`config.mk`:
```
export PLATFORM = sky130hd
export DESIGN_NAME = bridge_reg_bank
export DESIGN_NICKNAME = d
export VERILOG_FILES = /design/src/rtl/bridge_reg_bank.sv
export SDC_FILE = /design/constraint.sdc
export NUM_CORES = 1
export LEC_CHECK = 0
export CORE_UTILIZATION = 50
export CTS_CLUSTER_SIZE = 28
export DETAILED_ROUTE_END_ITERATION = 10
export GPL_TIMING_DRIVEN = 1
export PLACE_DENSITY_LB_ADDON = 0.05
export SLEW_MARGIN = 20
export SYNTH_ARGS = -nofsm -noshare
export SYNTH_HDL_FRONTEND = slang
export SYNTH_SLANG_ARGS = --single-unit
```
`constraint.sdc`:
```
create_clock -name clk -period 3.1 [get_ports clk]
set_clock_uncertainty 0.1 [all_clocks]
set_input_delay 0.93 -clock clk [delete_from_list [all_inputs] [get_ports clk]]
set_output_delay 0.93 -clock clk [all_outputs]
set_load 0.005 [all_outputs]
```
`src/rtl/bridge_reg_bank.sv`:
```
// Bank of bridge-mapped 32-bit configuration registers with per-bit write masks
// and an optional shadow/commit stage in front of the live outputs to the core.
module bridge_reg_bank #(
    parameter logic [31:0] BASE_ADDR              = 32'h0010_0000,
    parameter int          NUM_REGS               = 4,
    parameter logic [31:0] DEFAULTS   [NUM_REGS]  = '{default: 32'h0000_0000},
    parameter logic [31:0] WRITE_MASK [NUM_REGS]  = '{default: 32'hFFFF_FFFF},
    parameter bit          SHADOWED               = 1'b1
) (
    input  logic                         clk,
    input  logic                         reset,
    input  logic [31:0]                  bridge_addr,
    input  logic                         bridge_wr,
    input  logic [31:0]                  bridge_wr_data,
    input  logic                         bridge_rd,
    output logic [31:0]                  bridge_rd_data,
    output logic                         rd_hit,
    input  logic                         commit_req,
    output logic [NUM_REGS-1:0][31:0]    regs_live,
    output logic [NUM_REGS-1:0]          regs_changed,
    output logic                         commit_pending
);

    localparam int          IDX_W    = (NUM_REGS > 1) ? $clog2(NUM_REGS) : 1;
    localparam logic [31:0] REG_SPAN = 32'(4 * NUM_REGS);

    logic [31:0]                offset;
    logic [IDX_W-1:0]           idx;
    logic                       reg_hit;
    logic                       ctrl_hit;
    logic                       ctrl_wr;
    logic                       commit;
    logic                       revert;
    logic [NUM_REGS-1:0][31:0]  shadow;
    logic [NUM_REGS-1:0][31:0]  shadow_next;
    logic [NUM_REGS-1:0][31:0]  live_next;
    logic [7:0]                 commit_cnt;
    logic [31:0]                rd_data_next;
    logic                       unused_rd;

    // Unsigned wrap makes addresses below BASE_ADDR fall out of range too.
    assign offset    = bridge_addr - BASE_ADDR;
    assign idx       = offset[IDX_W+1:2];
    assign reg_hit   = (offset[1:0] == 2'b00) && (offset < REG_SPAN);
    assign ctrl_hit  = SHADOWED && (offset == REG_SPAN);
    assign ctrl_wr   = bridge_wr && ctrl_hit;
    assign commit    = SHADOWED && (commit_req || (ctrl_wr && bridge_wr_data[0]));
    assign revert    = ctrl_wr && bridge_wr_data[1] && !bridge_wr_data[0];
    assign unused_rd = bridge_rd;

    always_comb begin
        shadow_next    = shadow;
        live_next      = regs_live;
        commit_pending = 1'b0;
        rd_data_next   = 32'h0000_0000;
        for (int i = 0; i < NUM_REGS; i++) begin
            // Commit samples the old shadow; a same-cycle write lands after it.
            if (commit)
                live_next[i] = shadow[i];
            if (revert)
                shadow_next[i] = regs_live[i];
            if (bridge_wr && reg_hit && (idx == IDX_W'(i)))
                shadow_next[i] = (shadow[i] & ~WRITE_MASK[i]) | (bridge_wr_data & WRITE_MASK[i]);
            if (!SHADOWED)
                live_next[i] = shadow_next[i];
            if (shadow[i] != regs_live[i])
                commit_pending = 1'b1;
            if (reg_hit && (idx == IDX_W'(i)))
                rd_data_next = shadow[i];
        end
        if (ctrl_hit)
            rd_data_next = {16'h0000, commit_cnt, 7'h00, commit_pending};
    end

    always_ff @(posedge clk) begin
        if (reset) begin
            for (int i = 0; i < NUM_REGS; i++) begin
                shadow[i]    <= DEFAULTS[i];
                regs_live[i] <= DEFAULTS[i];
            end
            regs_changed   <= '0;
            bridge_rd_data <= 32'h0000_0000;
            rd_hit         <= 1'b0;
            commit_cnt     <= 8'h00;
        end else begin
            shadow    <= shadow_next;
            regs_live <= live_next;
            for (int i = 0; i < NUM_REGS; i++)
                regs_changed[i] <= (live_next[i] != regs_live[i]);
            bridge_rd_data <= rd_data_next;
            rd_hit         <= reg_hit || ctrl_hit;
            if (commit)
                commit_cnt <= commit_cnt + 8'd1;
        end
    end

endmodule

```
==> summary.md, run 1 <==
| Metric | Value |
|---|---|
| Rel. slew slack | `0.378` |
| Most common cell in the netlist | `dfxtp_1` |
| Final worst-path cycle share | `1.03` |
| CTS Buffer Depth | `3` |
| Worst vdd ir | `0.457 mV` |
| Synth area leader | `dfxtp_1` |
| Seq cells post-synth | `301` |
| CP peak stage delay | `0.34 ns` |
| Warnings, synthesis | `0` |
| Setup WS post-layout | `-0.0896 ns` |
| Worst Setup Start Kind | `flip-flop` |
| Placed Cells | `2215` |
| RD Place Congestion | `0.948` |
| Place WS | `-0.435 ns` |
| Register area share after synthesis | `0.437` |
| Drt drc | `0` |
| Final setup viols | `1` |
| Status | `complete, but fails checks` |
| Worst-path fanout max | `4` |
| Remaining global-route overflow | `0` |
| # IOs | `235` |
| Clk slew on worst S/H paths | `0.06 ns` |
| Row count | `60` |
| H-tree levels | `2` |
| Final ANT Viol Nets | `0` |
| Slowest CP cell | `dfxtp_1` |
| Pleak | `7.56 nW` |
| Worst-path cell chain | `xor2_1 > nor4_1 > buf_4 > nand4_1 > nor2_2 > nand4_1 > buf_2` |
| Final slew viol count | `0` |
| CP bufs+invs | `2` |
| Total track usage | `0.344` |
| Largest net degree at the start of global routing | `135` |
| TritonCTS buffer count | `34` |
| Period minus WS final | `3.19 ns` |
| Synth-to-layout area growth | `36.4%` |
| Final nets | `1981` |
| Post-synth top area share | `0.437` |
| CTS tree | `done` |
| Non-filler cells in the finished layout | `2278` |
| Achievable Freq | `0.314 GHz` |
| Worst hold slack | `0.382 ns` |
| N_diodes | `0` |
| Syn_area_per_cell | `8.66 µm²` |
| Top cells by area, synth | `dfxtp_1 44%, xor2_1 8.4%, nand2_1 7.8%` |
| Die Height | `168 µm` |
| Fraction of final layout cells with drive strength greater than 1 | `0.158` |
| Worst setup path class | `reg -> out` |
| Failing checks | `setup timing` |
| Num Clock Sinks | `301` |
| First-pass GRT wire length | `73500 µm` |
| Initial antenna violation count | `0` |
| CORE AREA | `0.0270 mm²` |
| Crit path capture type | `output port` |
| Cells after Synth | `1594` |
| Via/cell ratio | `5.77` |
| Worst EP arrival | `2.16 ns` |
| Crit path top cell by count | `nand4_1` |
| Critical Path RT | `2.07 ns` |
| Routed wire length | `49500 µm` |
| Setup TNS | `-0.0896 ns` |
| Max-Cap Viols | `0` |
| Asr flop ratio synth | `0` |
| Synth Flop Type | `dfxtp_1` |
| Initial core utilization | `0.511` |
| WL/cell | `21.7 µm` |
| Yosys cell types | `41` |
| Worst Max-Slew Pin Slew | `0.930 ns` |
| Die ar. | `0.0283 mm²` |
| Via total after detailed routing | `13100` |
| Initial DRC count | `1363` |
| Hold Path Class | `reg -> reg` |
| Endpoints failing hold | `0` |
| Number of synthesized flops with an enable pin | `0` |
| IO buf count | `233` |
| Commonest cells post-synth | `301 x dfxtp_1, 285 x nand2_1, 186 x nor2_1` |
| Post-Syn Area | `0.0138 mm²` |
| Largest delay share family, worst path | `simple AND/OR/NAND/NOR gates` |
| Clock Latency Late Sink | `0.51 ns` |
| RSZ-0062 raised after global routing | `true` |
| Hold_buf cts | `0` |
| First-pass DRT Iterations | `6` |
| Syn nets | `1664` |
| Vias in the first global route | `12600` |
| Chip Width | `168 µm` |
| Pwr dens | `451 mW/mm²` |
| Root Buffer | `clkbuf_16` |
| Hpwl dp | `35600 µm` |
stage by stage:
step                utilization  power [mW]  area [µm²]
finish                    0.696        8.48       18800
floorplan                     -        4.12       13800
detailed placement        0.651        4.36       17600
CTS                       0.696        8.50       18800
global route              0.696        8.70       18800
global placement          0.651        4.36       17600
final timing paths:
kind / from / depth (start not counted) / slack [ns] / endpoint
max reg2reg: shadow[85] / 8 / 1.01 / bridge_rd_data[0]
min: regs_live[19] / 2 / 0.38 / regs_live[19]
min reg2reg: regs_live[19] / 2 / 0.38 / regs_live[19]
max: shadow[85] / 7 / -0.09 / commit_pending
layer usage:
layer / global-route usage / vias up / share of wire
met4: 0.188 / 0 / 0.060
met5: 0 / - / 0
met1: 0.450 / 6229 / 0.41
met3: 0.0487 / 137 / 0.076
met2: 0.550 / 632 / 0.45
li1: - / 6136 / -
area by class of cell:
type	count	area, µm²
Sequential cell	301	6030
Clock inverter	5	75.1
Inverter	6	22.5
Clock buffer	57	1100
Tap cell	341	427
Timing Repair Buffer	390	3810
Multi-Input combinational cell	1178	7360
Fill cell	2159	8200
cells in the final DEF, fill, tap and decap left out, types with 37 or more instances in the layout:
master	count
clkdlybuf4s50_1	230
clkbuf_16	37
xor2_1	132
o21ai_0	42
a211oi_1	62
nor2_1	185
mux2_2	61
buf_4	131
mux2i_1	78
dfxtp_1	299
nand2_1	283
a21oi_1	160
report_power, final:
group	switching, mW	total [mW]	internal [mW]
clock	1.61	4.19	2.58
combinational	0.260	0.415	0.155
sequential	0.00450	3.87	3.87
flip-flops by register name, summed over array words and instances, names as in the netlist:
| register | cells |
|---|---|
| shadow | 128 |
| commit_cnt | 8 |
| rd_hit | 1 |
| regs_live | 128 |
| bridge_rd_data | 32 |
| regs_changed | 4 |
kinds of logic (layout without fill, tap and decap cells):
group / count (synthesis) / after routing / share of synthesized area
adders and majority gates: 1 / 1 / 0.000907
xor gates and xnor gates: 134 / 134 / 0.0851
buffers and inverters: 115 / 458 / 0.0358
and+or+nand+nor: 593 / 593 / 0.184
AOI/OAI and AO/OA: 295 / 295 / 0.125
DFF: 301 / 301 / 0.437
muxes: 155 / 155 / 0.132
what timing repair did:
item | CTS | global route
setup buffers | 1 | 0
gates resized for setup | 8 | 5
setup endpoints to repair | 1 | 49
pin swaps | 3 | 2
hold endpoints to repair | 0 | 0
worst register-to-register path, delay by kind of cell (launching register included):
family / cells / cell delay [ns]
AO/OA/AOI/OAI: 1 / 0.21
flip-flops: 1 / 0.34
XOR/XNOR: 1 / 0.24
AND/OR/NAND/NOR: 4 / 0.73
buffers and inverters: 2 / 0.38
No activity file was read; power rests on OpenSTA's default activity.
==> run 2, diff against run 1 <==
==> constraint.sdc (replaced) <==
create_clock -name clk -period 4 [get_ports clk]
set_clock_uncertainty 0.1 [all_clocks]
set_input_delay 1.2 -clock clk [delete_from_list [all_inputs] [get_ports clk]]
set_output_delay 1.2 -clock clk [all_outputs]
set_load 0.005 [all_outputs]
==> run 2 against run 1 <==
Compared with the run above: largest power group unchanged; via count fell by 3.5%; utilization down 3.7 points; the flow now finishes without violations; combinational power decreased by 28%; critical endpoint unchanged; final cell count down 4.6%; clock-buffer cell count is 2 lower; register-to-register slack better by 0.70 ns; power shrank 24%; first-iteration DRC count decreased by 6.7%; sequential share of layout area rose by 1.8 points; critical path depth down 1; global-route usage down 1.3 points; die area is the same.
==> summary.md, run 2 (same netlist as run 1, synthesis figures left out) <==
| Metric | Value |
|---|---|
| Status | `completed` |
| IO buf count | `233` |
| Initial antenna violation count | `0` |
| CP bufs+invs | `1` |
| Worst-path fanout max | `4` |
| R2r endpoint | `bridge_rd_data[0]` |
| Synth-to-layout area growth | `29.2%` |
| Max-Cap Viols | `0` |
| Hold path depth | `2` |
| Placed Cells | `2112` |
| Hpwl dp | `33600 µm` |
| Worst-path cell chain | `xor2_1 > nor4_2 > nand4_1 > nor2_4 > nand4_1 > clkdlybuf4s50_1` |
| Hold Path Class | `reg -> reg` |
| Non-filler cells in the finished layout | `2174` |
| Num Clock Sinks | `301` |
| Clock Latency Late Sink | `0.51 ns` |
| Critical Path RT | `2.70 ns` |
| Vias in the first global route | `11800` |
| Final ANT Viol Nets | `0` |
| Via/cell ratio | `5.83` |
| Commonest non-fill, non-tap cell in the layout | `dfxtp_1` |
| RSZ-0062 raised after global routing | `false` |
| Largest net degree at the start of global routing | `136` |
| Crit path top cell by count | `nand4_1` |
| Clk slew on worst S/H paths | `0.06 ns` |
| Hold_buf cts | `0` |
| Setup TNS | `0 ns` |
| Total track usage | `0.331` |
| Reg-to-reg critical path startpoint | `shadow[28]` |
| Slowest CP cell | `clkdlybuf4s50_1` |
| WP depth | `6` |
| RD Place Congestion | `0.941` |
| Reg2Reg Setup Slack | `1.71 ns` |
| Endpoints failing hold | `0` |
| Worst EP arrival | `2.63 ns` |
| Most frequent cells in the layout | `301 x dfxtp_1, 283 x nand2_1, 231 x clkdlybuf4s50_1` |
| Hold Crit Start | `regs_live[115]` |
| First-pass DRT Iterations | `5` |
| Row count | `60` |
| Core Util, Final | `0.660` |
| Remaining global-route overflow | `0` |
| Chip Width | `168 µm` |
| Worst Max-Slew Pin Slew | `0.651 ns` |
| Root Buffer | `clkbuf_16` |
| Period minus WS final | `3.93 ns` |
| Worst hold slack | `0.393 ns` |
| Final setup viols | `0` |
| Die ar. | `0.0283 mm²` |
| Setup WS post-layout | `0.0749 ns` |
| First-pass GRT wire length | `70600 µm` |
| Die Height | `168 µm` |
| Via total after detailed routing | `12700` |
| CORE AREA | `0.0270 mm²` |
| CTS tree | `done` |
| Fraction of final layout cells with drive strength greater than 1 | `0.110` |
| Place WS | `0.0936 ns` |
| WL/cell | `21.9 µm` |
| Hold Path End | `regs_live[115]` |
| Final nets | `1877` |
| N_diodes | `0` |
| Final slew viol count | `0` |
| Final worst-path cycle share | `0.981` |
| Pwr dens | `361 mW/mm²` |
| Rel. slew slack | `0.566` |
| H-tree levels | `2` |
| Largest delay share family, worst path | `simple AND/OR/NAND/NOR gates` |
| Worst Setup Start Kind | `flip-flop` |
| Drt drc | `0` |
| Crit path capture type | `output port` |
| R2R depth | `7` |
| Initial DRC count | `1272` |
| Worst setup path class | `reg -> out` |
| Pleak | `6.93 nW` |
| Initial core utilization | `0.511` |
| Biggest regs | `regs_live: 128 flops, shadow: 128 flops, bridge_rd_data: 32 flops` |
| # IOs | `235` |
| Achievable Freq | `0.255 GHz` |
| Routed wire length | `47500 µm` |
| TritonCTS buffer count | `34` |
| CP peak stage delay | `0.48 ns` |
| Worst vdd ir | `0.252 mV` |
| CTS Buffer Depth | `3` |
## run 2: cell count changes in the layout (fill, tap and decap cells not counted), moves of 2 or more
cell,change
dfxtp_1,+2
nor4_2,+5
clkinv_2,+3
buf_12,-13
buf_6,-2
dfxtp_2,-2
nor4_1,-4
buf_4,-89
clkbuf_8,-3
## run 2: worst max path at each step
| stage | start | to | slack, ns |
|---|---|---|---|
| 3_5_place_dp | bridge_addr[29] | shadow[81] | 0.09 |
| 5_1_grt | shadow[82] | commit_pending | 0.003 |
| 4_1_cts | shadow[24] | commit_pending | 0.02 |
| 3_3_place_gp | bridge_addr[29] | shadow[94] | 0.09 |
| 6_report | shadow[28] | commit_pending | 0.07 |
| 2_1_floorplan | bridge_addr[1] | shadow[112] | 0.81 |
## run 2: layout make-up
type / count / area [µm²]
clock buffers: 55 / 1060
well taps: 341 / 427
flip-flops and latches: 301 / 6030
repair buffers: 286 / 2860
inverters: 6 / 22.5
clock inverters: 7 / 60.1
multi-input cells: 1178 / 7370
fillers: 2307 / 9190
## run 2: where the power goes
| group | internal, mW | total [mW] | switching [mW] |
|---|---|---|---|
| sequential | 3.00 | 3.00 | 0.00344 |
| combinational | 0.104 | 0.297 | 0.193 |
| clock | 1.89 | 3.14 | 1.25 |
## run 2: worst min-delay path: stages (launching register included)
cell and delay (ns):
dfxtp_1 0.33, nand2_1 0.06, a21oi_1 0.05
## run 2: what timing repair did
| action | 4_1_cts | 5_1_grt |
|---|---|---|
| endpoints found under the setup margin | 1 | 1 |
| buffers inserted | 0 | 0 |
| gates resized for setup | 4 | 4 |
## run 2: routing by layer
metal | part of all wire | GRT usage | up-vias
met5 | 0 | 0 | -
met4 | 0.053 | 0.174 | 0
met3 | 0.078 | 0.0529 | 129
met2 | 0.45 | 0.521 | 593
met1 | 0.42 | 0.439 | 6032
li1 | - | - | 5923
## run 2: through the flow
| step | instance area [µm²] | power [mW] |
|---|---|---|
| 2_1_floorplan | 13800 | 3.19 |
| 3_3_place_gp | 16700 | 3.36 |
| 3_5_place_dp | 16700 | 3.36 |
| 4_1_cts | 17800 | 6.46 |
| 5_1_grt | 17800 | 6.63 |
| 6_report | 17800 | 6.44 |
==> run 3, diff against run 2 <==
--- a/config.mk
+++ b/config.mk
@@ -5,7 +5,7 @@
 export SDC_FILE = /design/constraint.sdc
 export NUM_CORES = 1
 export LEC_CHECK = 0
-export CORE_UTILIZATION = 50
+export CORE_UTILIZATION = 48
 export CTS_CLUSTER_SIZE = 28
 export DETAILED_ROUTE_END_ITERATION = 10
 export GPL_TIMING_DRIVEN = 1
==> constraint.sdc (replaced) <==
create_clock -name clk -period 3.4 [get_ports clk]
set_clock_uncertainty 0.1 [all_clocks]
set_input_delay 1.02 -clock clk [delete_from_list [all_inputs] [get_ports clk]]
set_output_delay 1.02 -clock clk [all_outputs]
set_load 0.005 [all_outputs]
==> run 3 against run 2 <==
Compared with the run above: clock power grew 22%; sequential power grew 18%; power grew 20%; first-iteration DRC count grew 5.3%; critical path type unchanged; critical path depth grew 1; routed wire length grew 2.0%; worst hold slack lost 0.0035 ns.
==> summary.md, run 3 (same netlist as run 1, synthesis figures left out) <==
| Metric | Value |
|---|---|
| TritonCTS buffer count | `34` |
| Via total after detailed routing | `12800` |
| Period minus WS final | `3.35 ns` |
| CORE AREA | `0.0280 mm²` |
| Worst setup path class | `reg -> out` |
| R2R depth | `8` |
| Commonest non-fill, non-tap cell in the layout | `dfxtp_1` |
| Remaining global-route overflow | `0` |
| Clk slew on worst S/H paths | `0.06 ns` |
| Num Clock Sinks | `301` |
| Achievable Freq | `0.299 GHz` |
| N_diodes | `0` |
| First-pass GRT wire length | `71600 µm` |
| Place WS | `-0.196 ns` |
| Endpoints failing hold | `0` |
| Largest net degree at the start of global routing | `77` |
| Routed wire length | `48500 µm` |
| RSZ-0062 raised after global routing | `false` |
| R2r endpoint | `bridge_rd_data[0]` |
| Area occupied by multi-input gates | `0.00740 mm²` |
| Setup WS post-layout | `0.0545 ns` |
| Initial antenna violation count | `0` |
| Reg-to-reg critical path startpoint | `shadow[20]` |
| Critical path startpoint | `shadow[20]` |
| Pwr dens | `421 mW/mm²` |
| Final Power | `7.72 mW` |
| Sequential Area | `0.00604 mm²` |
| Vias in the first global route | `12100` |
| Chip Width | `172 µm` |
| CTS tree | `done` |
| RD Place Congestion | `0.928` |
| Initial core utilization | `0.493` |
| Die ar. | `0.0294 mm²` |
| Clock Latency Late Sink | `0.51 ns` |
| Fraction of final layout cells with drive strength greater than 1 | `0.134` |
| IO buf count | `233` |
| Rel. slew slack | `0.420` |
| Drt drc | `0` |
| Hold Path Class | `reg -> reg` |
| Crit path capture type | `output port` |
| Max-Cap Viols | `0` |
| Final slew viol count | `0` |
| CTS Buffer Depth | `3` |
| H-tree levels | `2` |
| Root Buffer | `clkbuf_16` |
| Final nets | `1907` |
| Worst-path fanout max | `4` |
| Total track usage | `0.328` |
| Final setup viols | `0` |
| Row count | `61` |
| Hpwl dp | `35000 µm` |
| Worst Setup Start Kind | `flip-flop` |
| Worst setup endpoint | `commit_pending` |
| Worst EP arrival | `2.23 ns` |
| Status | `completed` |
| Final ANT Viol Nets | `0` |
| # IOs | `235` |
| Biggest regs | `regs_live: 128 flops, shadow: 128 flops, bridge_rd_data: 32 flops` |
| Critical Path RT | `2.28 ns` |
| WL/cell | `21.7 µm` |
| Initial DRC count | `1339` |
| Reg2Reg Setup Slack | `1.33 ns` |
| Pleak | `7.17 nW` |
| Worst vdd ir | `0.312 mV` |
| First-pass DRT Iterations | `6` |
| Die Height | `172 µm` |
| Fillcell total | `2363` |
| Most frequent cells in the layout | `293 x dfxtp_1, 283 x nand2_1, 230 x clkdlybuf4s50_1` |
| Worst Max-Slew Pin Slew | `0.867 ns` |
| Final worst-path cycle share | `0.984` |
| Via/cell ratio | `5.72` |
| Synth-to-layout area growth | `33.0%` |
## run 3: cell types whose count changed in the layout (fill, tap and decap cells not counted), moves of 2 or more
| cell | before | now |
|---|---|---|
| bufinv_16 | 1 | 3 |
| buf_12 | 11 | 24 |
| nor4_1 | 29 | 25 |
| buf_4 | 42 | 59 |
| dfxtp_2 | 0 | 8 |
| clkbuf_1 | 11 | 3 |
| nor4_2 | 8 | 12 |
| dfxtp_1 | 301 | 293 |
## run 3: per-stage QoR
stage	TNS, ns	cells	utilization	instance area (µm²)	hold slack (ns)
global route	0	2237	0.655	18300	0.415
finish	0	2237	0.655	18300	0.389
global placement	-14.09	2178	0.610	17100	0.373
floorplan	0	1594	-	13800	0.358
detailed placement	-19.49	2178	0.610	17100	0.385
CTS	0	2236	0.654	18300	0.393
## run 3: final cells by class
cell class	instances	share of cell area
multi-input cells	1178	0.403
flip-flops and latches	301	0.329
clock buffers	47	0.0563
well taps	378	0.0258
inverters	6	0.00123
repair buffers	316	0.177
clock inverters	11	0.00723
## run 3: worst min path at each step
stage / start / to / slack (ns) / cells after the start
after CTS: shadow[69] / regs_live[69] / 0.39 / 2
after detailed placement: shadow[69] / regs_live[69] / 0.39 / 2
after floorplan: commit_cnt[7] / commit_cnt[7] / 0.36 / 2
after global routing: shadow[61] / regs_live[61] / 0.42 / 2
final: regs_live[103] / regs_live[103] / 0.39 / 2
after global placement: commit_cnt[7] / commit_cnt[7] / 0.37 / 2
## run 3: critical path: stages (launching register included)
cell and delay, ns:
dfxtp_1 0.36, xor2_1 0.19, nor4_2 0.36, nand4_1 0.13
nor2_1 0.14, buf_4 0.16, nand4_1 0.13, clkdlybuf4s15_1 0.24
## run 3: layer usage
metal	vias up	part of all wire	global-route usage
li1	5991	-	-
met1	6158	0.42	0.432
met2	552	0.47	0.539
met3	105	0.066	0.0387
met4	0	0.044	0.145
met5	-	0	0
## run 3: power by group
group	internal (mW)	leakage (nW)	total [mW]	switching [mW]
Sequential	3.53	2.43	3.53	0.00464
Clock	2.35	0.580	3.82	1.48
Combinational	0.134	4.17	0.364	0.231
## run 3: what timing repair did
action                     in CTS  in global routing
pin swaps                       4                  2
gates resized for setup        11                 10
setup buffers                   0                  1
setup endpoints to repair       1                  1
gates cloned                    0                  0
hold buffers                    0                  0
